==> src/rtl/traffic_time_setter.sv <==
// traffic_time_setter: debounced four-key editor for the green/yellow/red BCD
// countdown durations. Sel enters edit mode and steps through the fields, up/down
// edit the shown value, and ok commits all three and offers them over cfg_valid/cfg_ready.
// Build option: define TIME_SET_TIMEOUT_EN to abandon an edit after TIMEOUT_CNT idle cycles.

module tts_key_cond #(
    parameter logic [31:0] DEB_CNT = 32'd1
) (
    input  logic clk,
    input  logic rst,
    input  logic key_i,
    output logic press_o
);
    logic        sync1_q;
    logic        sync2_q;
    logic        lvl_q;
    logic        lvl_dly_q;
    logic [31:0] cnt_q;

    // Synchronise the raw key; a new level is accepted after DEB_CNT+1 disagreeing samples.
    always_ff @(posedge clk) begin
        if (rst) begin
            sync1_q   <= 1'b0;
            sync2_q   <= 1'b0;
            lvl_q     <= 1'b0;
            lvl_dly_q <= 1'b0;
            cnt_q     <= '0;
        end else begin
            sync1_q   <= key_i;
            sync2_q   <= sync1_q;
            lvl_dly_q <= lvl_q;
            if (sync2_q == lvl_q) begin
                cnt_q <= '0;
            end else if (cnt_q >= DEB_CNT) begin
                lvl_q <= sync2_q;
                cnt_q <= '0;
            end else begin
                cnt_q <= cnt_q + 32'd1;
            end
        end
    end

    // One-cycle pulse in the cycle after the debounced level rises; releases are silent.
    assign press_o = lvl_q & ~lvl_dly_q;
endmodule

module traffic_time_setter #(
    parameter logic [31:0] DEB_CNT    = 32'd1,
    parameter logic [7:0]  DEF_GREEN  = 8'h60,
    parameter logic [7:0]  DEF_YELLOW = 8'h04,
    parameter logic [7:0]  DEF_RED    = 8'h20
`ifdef TIME_SET_TIMEOUT_EN
    ,
    parameter logic [31:0] TIMEOUT_CNT = 32'd100
`endif
) (
    input  logic       clk,
    input  logic       rst,
    input  logic       key_sel,
    input  logic       key_up,
    input  logic       key_down,
    input  logic       key_ok,
    input  logic       cfg_ready,
    output logic       cfg_valid,
    output logic [7:0] green_t,
    output logic [7:0] yellow_t,
    output logic [7:0] red_t,
    output logic [7:0] edit_val,
    output logic [1:0] edit_idx,
    output logic       editing
);
    localparam int K_SEL = 0;
    localparam int K_UP  = 1;
    localparam int K_DN  = 2;
    localparam int K_OK  = 3;

    typedef enum logic [1:0] {S_IDLE, S_EDIT, S_SEND} state_e;

    logic [3:0]      key_raw;
    logic [3:0]      press;
    state_e          state_q, state_d;
    logic [2:0][7:0] shadow_q, shadow_d;   // [0]=green [1]=yellow [2]=red
    logic [2:0][7:0] commit_q, commit_d;
    logic [2:0][7:0] shadow_wr;            // shadow with the value under edit folded in
    logic [1:0]      idx_q, idx_d;
    logic [1:0]      idx_cur, idx_nxt;
    logic [7:0]      val_q, val_d;
`ifdef TIME_SET_TIMEOUT_EN
    logic [31:0]     to_cnt_q, to_cnt_d;
`endif

    assign key_raw = {key_ok, key_down, key_up, key_sel};

    for (genvar k = 0; k < 4; k++) begin : g_key
        tts_key_cond #(.DEB_CNT(DEB_CNT)) u_key (
            .clk     (clk),
            .rst     (rst),
            .key_i   (key_raw[k]),
            .press_o (press[k])
        );
    end

    // Index 3 cannot be reached legally; treat it as green if it ever shows up.
    assign idx_cur = (idx_q == 2'd3) ? 2'd0 : idx_q;
    assign idx_nxt = (idx_cur == 2'd2) ? 2'd0 : idx_cur + 2'd1;

    function automatic logic [7:0] bcd_inc(input logic [7:0] v);
        logic [7:0] r;
        if (v == 8'h99)          r = 8'h01;
        else if (v[3:0] >= 4'd9) r = {v[7:4] + 4'd1, 4'h0};
        else                     r = {v[7:4], v[3:0] + 4'd1};
        return r;
    endfunction

    function automatic logic [7:0] bcd_dec(input logic [7:0] v);
        logic [7:0] r;
        if (v <= 8'h01)          r = 8'h99;
        else if (v[3:0] == 4'd0) r = {v[7:4] - 4'd1, 4'h9};
        else                     r = {v[7:4], v[3:0] - 4'd1};
        return r;
    endfunction

    // State and data registers; reset restores the default durations.
    always_ff @(posedge clk) begin
        if (rst) begin
            state_q  <= S_IDLE;
            shadow_q <= {DEF_RED, DEF_YELLOW, DEF_GREEN};
            commit_q <= {DEF_RED, DEF_YELLOW, DEF_GREEN};
            idx_q    <= 2'd0;
            val_q    <= 8'h00;
        end else begin
            state_q  <= state_d;
            shadow_q <= shadow_d;
            commit_q <= commit_d;
            idx_q    <= idx_d;
            val_q    <= val_d;
        end
    end

`ifdef TIME_SET_TIMEOUT_EN
    // Idle-cycle counter for abandoning an untouched edit.
    always_ff @(posedge clk) begin
        if (rst) to_cnt_q <= '0;
        else     to_cnt_q <= to_cnt_d;
    end
`endif

    // Next-state: IDLE waits for sel, EDIT takes one key per cycle (ok > sel > up > down), SEND waits for ready.
    always_comb begin
        state_d            = state_q;
        shadow_d           = shadow_q;
        commit_d           = commit_q;
        idx_d              = idx_cur;
        val_d              = val_q;
        shadow_wr          = shadow_q;
        shadow_wr[idx_cur] = val_q;
`ifdef TIME_SET_TIMEOUT_EN
        to_cnt_d           = to_cnt_q;
`endif
        case (state_q)
            S_IDLE: begin
                if (press[K_SEL]) begin
                    shadow_d = commit_q;
                    idx_d    = 2'd0;
                    val_d    = commit_q[0];
                    state_d  = S_EDIT;
`ifdef TIME_SET_TIMEOUT_EN
                    to_cnt_d = '0;
`endif
                end
            end
            S_EDIT: begin
                if (press[K_OK]) begin
                    shadow_d = shadow_wr;
                    commit_d = shadow_wr;
                    state_d  = S_SEND;
`ifdef TIME_SET_TIMEOUT_EN
                end else if (to_cnt_q == TIMEOUT_CNT) begin
                    state_d  = S_IDLE;
`endif
                end else begin
                    if (press[K_SEL]) begin
                        shadow_d = shadow_wr;
                        idx_d    = idx_nxt;
                        val_d    = shadow_q[idx_nxt];
                    end else if (press[K_UP]) begin
                        val_d = bcd_inc(val_q);
                    end else if (press[K_DN]) begin
                        val_d = bcd_dec(val_q);
                    end
`ifdef TIME_SET_TIMEOUT_EN
                    to_cnt_d = (|press) ? '0 : to_cnt_q + 32'd1;
`endif
                end
            end
            S_SEND: begin
                if (cfg_ready) state_d = S_IDLE;
            end
            default: state_d = S_IDLE;
        endcase
    end

    assign cfg_valid = (state_q == S_SEND);
    assign editing   = (state_q == S_EDIT);
    assign edit_idx  = idx_cur;
    assign edit_val  = val_q;
    assign green_t   = commit_q[0];
    assign yellow_t  = commit_q[1];
    assign red_t     = commit_q[2];
endmodule

==> config.mk <==
export PLATFORM = sky130hd
export DESIGN_NAME = traffic_time_setter
export DESIGN_NICKNAME = d
export VERILOG_FILES = /design/src/rtl/traffic_time_setter.sv
export SDC_FILE = /design/constraint.sdc
export NUM_CORES = 1
export LEC_CHECK = 0
export CAP_MARGIN = 15
export CORE_ASPECT_RATIO = 0.5
export CORE_MARGIN = 2
export CORE_UTILIZATION = 55
export DETAILED_ROUTE_END_ITERATION = 8
export GPL_TIMING_DRIVEN = 0
export PLACE_DENSITY = 0.77
export SETUP_SLACK_MARGIN = 0.15
export SLEW_MARGIN = 5
export SYNTH_ARGS = -nofsm -noshare
export SYNTH_HDL_FRONTEND = slang
export SYNTH_HIERARCHICAL = 1
export SYNTH_SLANG_ARGS = --single-unit
==> constraint.sdc <==
create_clock -name clk -period 3.1 [get_ports clk]
set_input_delay 0.93 -clock clk [delete_from_list [all_inputs] [get_ports clk]]
set_output_delay 0.93 -clock clk [all_outputs]
set_load 0.005 [all_outputs]
==> flow_metrics.env <==
export IMPL_p_leak_nw=3.48
export IMPL_pre_cts_slack_ns=-0.116
export IMPL_root_buffer="clkbuf_16"
export IMPL_ant_nets=0
export IMPL_io_pins=43
export IMPL_clk_latency_ns=0.49
export IMPL_period_share_pct=91.4
export IMPL_min_path_type="reg -> reg"
export IMPL_initialDrtViolationCount=357
export IMPL_r2r_end="edit_val[5]$_SDFFE_PP0P_"
export IMPL_placementRows=29
export IMPL_grt_pass1_wl_um=24700
export IMPL_combinationalPowerShare_pct=4.0
export IMPL_highest_layer="met4"
export IMPL_cts_buffer_depth=3
export IMPL_drive_gt1_share_pct=7.23
export IMPL_start_util_pct=56.3
export IMPL_instances_no_fill=1027
export IMPL_grt_overflow=0
export IMPL_async_flop_share_pct=0
export IMPL_maxCapViolations=0
export IMPL_grt_pass1_vias=5217
export IMPL_dp_cells=998
export IMPL_drt_pass1_iter_count=5
export IMPL_seqPwrFrac_pct=53.7
export IMPL_crit_path_end_kind="primary output"
export IMPL_cts_tree="done"
export IMPL_ys_types=64
export IMPL_rsz0062_at_grt="no"
export IMPL_grt_max_degree=22
export IMPL_reg2reg_depth=8
export IMPL_synth_seq_cells=204
export IMPL_drc=0
export IMPL_place_area_um2=8210
export IMPL_setup_slack_ns=0.266
export IMPL_status="finished clean"
export IMPL_slew_viol_final=0
export IMPL_synth_seq_area_share_pct=57.1
export IMPL_start_kind="register"
export IMPL_slew_headroom_pct=41.0
export IMPL_drt_wirelength_per_cell_um=14.6
export IMPL_wl_met1_um=6670
export IMPL_synth_edf_count=0
export IMPL_dpl_hpwl_um=10300
export IMPL_worstSetupPathType="reg -> out"
export IMPL_area_growth_pct=22.7
export IMPL_fill_cells=970
export IMPL_gp_congestion=0.852
export IMPL_clk_pin_slew_worst_paths_ns=0.07
export IMPL_final_common_cell="dfxtp_1"
export IMPL_final_cell_area_um2=8780
export IMPL_wl_met3_um=819
export IMPL_routed_wl_um=15000
export IMPL_p_switching_mw=1.11
export IMPL_worstHoldPathCells=1
export IMPL_r2r_slack_ns=0.48
export IMPL_power_density_nw_per_um2=584
export IMPL_fp_coreArea_um2=12700
export IMPL_diodes=0
export IMPL_vdd_drop_max_v=0.000317
export IMPL_drt_vias_per_instance=5.20
export IMPL_cts_setup_buffers=0
export IMPL_holdCritStartpoint="g_key[2].u_key/sync1_q$_SDFF_PP0_"
export IMPL_antenna_found_initial=0
export IMPL_required_ns=2.17
export IMPL_fmax_mhz=353
export IMPL_setup_viol=0
export IMPL_period_needed_ns=2.83
export IMPL_cts_sinks=204
export IMPL_syn_area_um2=7160
export IMPL_hold_violations=0
export IMPL_min_to="g_key[2].u_key/sync2_q$_SDFF_PP0_"
export IMPL_synth_warnings=6
export IMPL_swShare_pct=21.6
export IMPL_via_count=5342
export IMPL_nets=876
export IMPL_clkPwrFrac_pct=42.3
export IMPL_met2WireLength_um=7130
export IMPL_numCtsBuffers=18
export IMPL_fin_util_pct=69.2
export IMPL_r2r_start="edit_val[1]$_SDFFE_PP0P_"
export IMPL_track_usage_pct=22.1
export IMPL_internal_power_mw=4.02
export IMPL_avgSynthCellArea_um2=10.6
export IMPL_htree_levels=1
export IMPL_worst_pin_slew_ns=0.882
export IMPL_final_cell_mix="203 x dfxtp_1, 116 x conb_1, 89 x nor2_1"
export IMPL_worstPathMaxFanout=16
export IMPL_dieArea_um2=14000
export IMPL_synth_ff_type="dfxtp_1"
export IMPL_worst_endpoint_arrival_ns=1.90
export IMPL_dieHeight_um=84.7
export IMPL_timing_hold_ws_ns=0.446
export IMPL_dieWidth_um=165
export IMPL_fin_skew_ns=0.0214
export IMPL_netlist_instances=674
export IMPL_port_buffer_count=42
## flip-flops by register name, indices dropped and copies added (netlist names)
| name | flops |
|---|---|
| g_key.u_key/lvl_dly_q | 4 |
| edit_val | 8 |
| g_key.u_key/sync2_q | 4 |
| yellow_t | 8 |
| g_key.u_key/sync1_q | 4 |
| g_key.u_key/cnt_q | 128 |
| green_t | 8 |
| red_t | 8 |
| state_q | 2 |
| idx_q | 2 |
| g_key.u_key/lvl_q | 4 |
| shadow_q | 24 |
## metrics by stage
| stage | total power, mW | TNS (ns) |
|---|---|---|
| floorplan | 2.94 | 0 |
| detailed placement | 3.01 | -0.969 |
| global route | 5.32 | 0 |
| CTS | 5.17 | 0 |
| finish | 5.13 | 0 |
| global placement | 3.01 | -0.214 |
## final cells by class
cell class              instances  area (um2)  area share, %
plain buffers                  35         148           1.68
clock buffers                  25         497           5.66
clock inverters                 5        78.8          0.897
inverters                      20        76.3          0.869
multi-input cells             526        3270           37.2
flip-flops and latches        204        4090           46.5
well taps                     170         213           2.42
repair buffers                 42         420           4.79
## worst max-delay path, cell delays in order, from the launching register on
cell	delay, ns
dfxtp_2	0.40
or2b_1	0.27
clkinv_2	0.19
clkdlybuf4s50_1	0.55
## Yosys cell counts (all sizes together), types with 2 or more instances
library cell  count  area share (%)
nor4             35             3.5
dfxtp           204              57
a22o              3            0.37
a21o              2            0.21
nor2             89             4.7
o21ai            11            0.77
nor4b             4            0.84
buf              11            0.80
nor3              5            0.42
a221oi            6             1.0
ha               22             3.8
nand3             4            0.28
nand2             9            0.47
xor2              4            0.49
or2               2            0.17
mux2              5            0.79
xnor2             6            0.73
conb              4            0.21
o32ai             2            0.35
a31oi             2            0.17
and2             13             1.1
or3b              3            0.37
a211oi           44             4.7
clkbuf           25             1.3
mux2i            29             4.1
inv              19             1.0
a211o             9             1.1
nand2b            5            0.44
a2111oi           2            0.24
a21oi            33             2.4
a22oi             4            0.42
nand4             9            0.79
o211ai            3            0.38
nor2b            26             2.3
o21bai            2            0.21
## routing by layer
| layer | vias to the layer above | GRT usage, % |
|---|---|---|
| met2 | 166 | 38.9 |
| li1 | 2624 | - |
| met3 | 34 | 4.10 |
| met4 | 0 | 7.29 |
| met5 | - | 0 |
| met1 | 2518 | 27.5 |
## power by group through the flow
stage	logic (mW)	clock network, mW	registers (mW)
floorplan	0.137	0	2.80
global placement	0.195	0	2.81
detailed placement	0.198	0	2.82
CTS	0.199	2.21	2.76
global route	0.229	2.33	2.76
finish	0.205	2.17	2.76
## worst max-delay path by stage
stage	from	endpoint	slack (ns)	depth (start not counted)
global placement	rst	edit_val[3]$_SDFFE_PP0P_	-0.09	5
floorplan	edit_val[1]$_SDFFE_PP0P_	edit_val[4]$_SDFFE_PP0P_	0.84	8
detailed placement	rst	edit_val[3]$_SDFFE_PP0P_	-0.12	5
CTS	state_q[0]$_SDFFE_PP0P_	editing	0.20	3
global route	state_q[0]$_SDFFE_PP0P_	editing	0.17	3
finish	state_q[0]$_SDFFE_PP0P_	editing	0.27	3
## kinds of logic after synthesis
family | count (synthesis) | share of synthesized area (%)
AND/OR/NAND/NOR | 211 | 16.2
flip-flops | 204 | 57.1
AO/OA/AOI/OAI | 133 | 13.5
buffers and inverters | 56 | 3.16
multiplexers | 34 | 4.84
adder cells (fa/ha/maj) | 22 | 3.85
XOR/XNOR | 10 | 1.22
other | 4 | 0.210
## timing repair
item	in CTS	in global routing
hold buffers	0	0
endpoints found under the setup margin	1	1
gates cloned	0	0
resized for setup	1	1
endpoints found under the hold margin	0	0
(Power assumes the default switching activity.)
